[config.mk]
export PLATFORM = sky130hd
export DESIGN_NAME = split_constraint_eval
export DESIGN_NICKNAME = d
export VERILOG_FILES = /design/src/rtl/split_constraint_stream_checker_pkg.sv /design/src/rtl/split_constraint_stream_checker_eval.sv
export SDC_FILE = /design/constraint.sdc
export NUM_CORES = 1
export LEC_CHECK = 0
export BUFFER_PORTS_ARGS = -buffer_cell sky130_fd_sc_hd__buf_2
export CAP_MARGIN = 15
export CORE_MARGIN = 2
export CORE_UTILIZATION = 30
export DETAILED_ROUTE_END_ITERATION = 10
export PLACE_DENSITY = 0.64
export SETUP_SLACK_MARGIN = 0.1
export SLEW_MARGIN = 5
export SYNTH_ARGS = -nofsm -noshare
export SYNTH_HDL_FRONTEND = slang
export SYNTH_SLANG_ARGS = --single-unit
[constraint.sdc]
create_clock -name vclk -period 5.95
set_input_delay 0.595 -clock vclk [all_inputs]
set_output_delay 0.595 -clock vclk [all_outputs]
set_load 0.02 [all_outputs]
[src/rtl/split_constraint_stream_checker_pkg.sv]
// Shared constants and types for the split constraint stream checker.
package split_constraint_pkg;
  localparam int unsigned NUM_C   = 5;
  localparam int unsigned C7_IDX  = 0;
  localparam int unsigned C13_IDX = 1;
  localparam int unsigned C20_IDX = 2;
  localparam int unsigned C36_IDX = 3;
  localparam int unsigned C45_IDX = 4;

  typedef logic [NUM_C-1:0] cbits_t;
endpackage

[src/rtl/split_constraint_stream_checker_eval.sv]
// Combinational evaluation of the five split constraints for one candidate.
module split_constraint_eval
  import split_constraint_pkg::*;
#(
  parameter int unsigned W7  = 15,
  parameter int unsigned W17 = 15,
  parameter int unsigned W24 = 9,
  parameter int unsigned CW  = 16,
  parameter logic [CW-1:0] K24 = 'h62,
  parameter logic [CW-1:0] K17 = 'h2d49,
  parameter int unsigned SH  = 12
) (
  input  logic [W7-1:0]  v7,
  input  logic [W17-1:0] v17,
  input  logic [W24-1:0] v24,
  output cbits_t         cbits
);
  localparam int unsigned WM = (W7 > W17) ? W7 : W17;

  logic [WM-1:0] sum7;
  logic [CW-1:0] d13;
  logic [CW-1:0] d17;
  logic [CW-1:0] d20;

  always_comb begin
    sum7 = ~WM'(v7) + WM'(v17);
    d13  = CW'(v24) - K24;
    d17  = CW'(v17) - K17;
    // the shift discards the upper SH bits of the difference
    d20  = d17 << SH;
    cbits          = '0;
    cbits[C7_IDX]  = (sum7 != '0);
    cbits[C13_IDX] = (d13 != '1);
    cbits[C20_IDX] = (d20 != '0);
    cbits[C36_IDX] = (v17 != '0) || (v24 != '0);
    cbits[C45_IDX] = (v24 == '0);
  end
endmodule

==> flow_summary_export.csv <==
group,metric,value,unit
sta,rsz0062_at_grt,"no",
die,initial_core_util,0.309,
place,gp_congestion,0.827,
place,place_ws,2130,ps
critical_path,critPathMaxStageDelay,470,ps
drt,drt_iter0_drc,33,
sta,tns,0,ps
place,place_area,0.00126,sq mm
clocking,cts.repair.resized,0,
die,rows,21,
die,top_level_ports,44,
grt,grt_pass1_wl,4690,um
place,numPortBuffers,44,
final_layout,drive_gt1_frac,0.284,
final_layout,design.seq.count,0,
clocking,hold_buffers,0,
final_layout,seqCellArea,0,sq um
synth,ys_types,47,
grt,antenna_found_initial,0,
sta,period_share,0.639,
power_and_ir_drop,power,0.000105,W
sta,fin_ws,2150,ps
critical_path,path_cells,"buf_2, inv_1, ha_1, inv_1, fa_1, or2b_2, a2111oi_2, o21ai_1, nor4_2, o2111ai_1, a2111oi_2, nand4_1, buf_2",
synth,syn-num-nets,208,
grt,grt_pass1_vias,1071,
critical_path,crit_family,"compound AO/OA/AOI/OAI gates",
critical_path,crit_buf_inv,4,
drt,drc_errors,0,
sta,min_period,3800,ps
final_layout,clockBufferCount,0,
sta,finalHoldViolations,0,
critical_path,crit_required,5360,ps
run,max_cap_viol_count,0,
drt,vias_per_cell,5.11,
critical_path,critPathKind,"primary input to primary output",
grt,grt_start_max_net_pins,12,
critical_path,crit_start,"v7[0]",
worst_hold_path,hp-class,"primary input to primary output",
critical_path,critical_path_arrival,3210,ps
drt,antenna_left,0,
final_layout,nNetsFinal,251,
power_and_ir_drop,p_leak,0.619,nW
final_layout,fin_area,0.00126,sq mm
final_layout,area_growth,24.4,%
drt,routedWlPerCell,11.1,um
sta,worst_slew_pin_slew,608,ps
status,outcome,"finished, final reports clean",
place,dpl.hpwl,2350,um
final_layout,fin_util,0.385,
sta,setup_viol,0,
critical_path,endpoint_kind,"primary output",
synth,ys_warn_count,0,
synth,yosysSeqAreaShare,0,
final_layout,layout_common_cells,"buf_2, inv_1, nor2_1",
die,die_h,62.2,um
sta,fmax,263,MHz
synth,syn_inst,153,
power_and_ir_drop,ir_worst_vdd,0.0000386,V
grt,track_usage,0.136,
die,coreArea,0.00328,sq mm
critical_path,endpoint,"cbits[0]",
power_and_ir_drop,p_per_area,82.8,mW/mm^2
drt,wirelength,2680,um
die,die_w,62.2,um
critical_path,worstSetupPathDepth,13,
synth,syn_area,0.00102,sq mm
synth,avgSynthCellArea,6.64,sq um
drt,dr.pass1.iters,4,
critical_path,crit_path_max_fanout,2,
critical_path,critPathSlowestCell,"fa_1",
sta,relSlewSlack,0.590,
die,dieArea,0.00387,sq mm
final_layout,final_common_cell,"buf_2",
clocking,cts_setup_buffers,0,
sta,maxSlewViolCount,0,
grt,grt.overflow.total,0,
critical_path,cp-start-kind,"primary input",
drt,vias,1227,
final_layout,antenna_cells,0,
## per-stage QoR
step / hold slack (ps) / std cells
floorplan: 1350 / 153
global placement: 1500 / 240
detailed placement: 1500 / 240
CTS: 1500 / 240
global route: 1530 / 240
finish: 1510 / 240
## worst min path at each step
stage	endpoint	cells after the start	start	slack, ps
after detailed placement	cbits[2]	3	v17[0]	1500
after floorplan	cbits[2]	1	v17[0]	1350
after CTS	cbits[2]	3	v17[0]	1500
final	cbits[2]	3	v17[0]	1510
after global placement	cbits[2]	3	v17[0]	1500
after global routing	cbits[2]	3	v17[0]	1530
## power by group
group	total (W)	switching (W)	leakage (nW)	internal [W]
Sequential	0	0	0	0
Clock	0	0	0	0
Combinational	0.000105	0.0000582	0.619	0.0000464
Total	0.000105	0.0000582	0.619	0.0000464
## cells by family after synthesis
| logic type | Yosys count | share of synthesized area |
|---|---|---|
| AOI/OAI and AO/OA | 45 | 0.283 |
| xor gates and xnor gates | 5 | 0.0431 |
| adders and majority gates | 16 | 0.204 |
| buffers and inverters | 25 | 0.111 |
| muxes | 3 | 0.0308 |
| and+or+nand+nor | 59 | 0.328 |
## synth_stat cells, drive strengths merged, types with 2 or more instances
cell type  count  area [sq um]
nand4          3          18.8
nor3b          2          15.0
xor2           2          17.5
inv           22          82.6
mux2i          2          20.0
xnor2          3          26.3
or2b           2          16.3
nand2b         2          12.5
nor3           3          15.0
a21oi         15          75.1
nand3b         2          15.0
nand2          6          22.5
nor2          17          63.8
and2b          2          17.5
a21o           2          16.3
nor2b          2          12.5
nor4           6          43.8
o21ai         13          65.1
a2111oi        2          30.0
clkbuf         2          18.8
or4            2          16.3
a31oi          2          12.5
nand3          5          25.0
ha            15           188
o211ai         3          22.5
## routing by layer
layer / track usage / vias up / routed length (um)
li1: - / 645 / -
met1: 0.212 / 540 / 1360
met2: 0.216 / 42 / 1150
met3: 0.00906 / 0 / 166
met4: 0 / 0 / 0
met5: 0 / - / 0
## final cells by class
cell class,instances,area [sq um]
fill,381,2020
multi-input combinational,128,903
inverter,22,82.6
timing repair buffer,44,220
tap,46,57.6
Note: power is estimated with default switching activity, not from simulation.
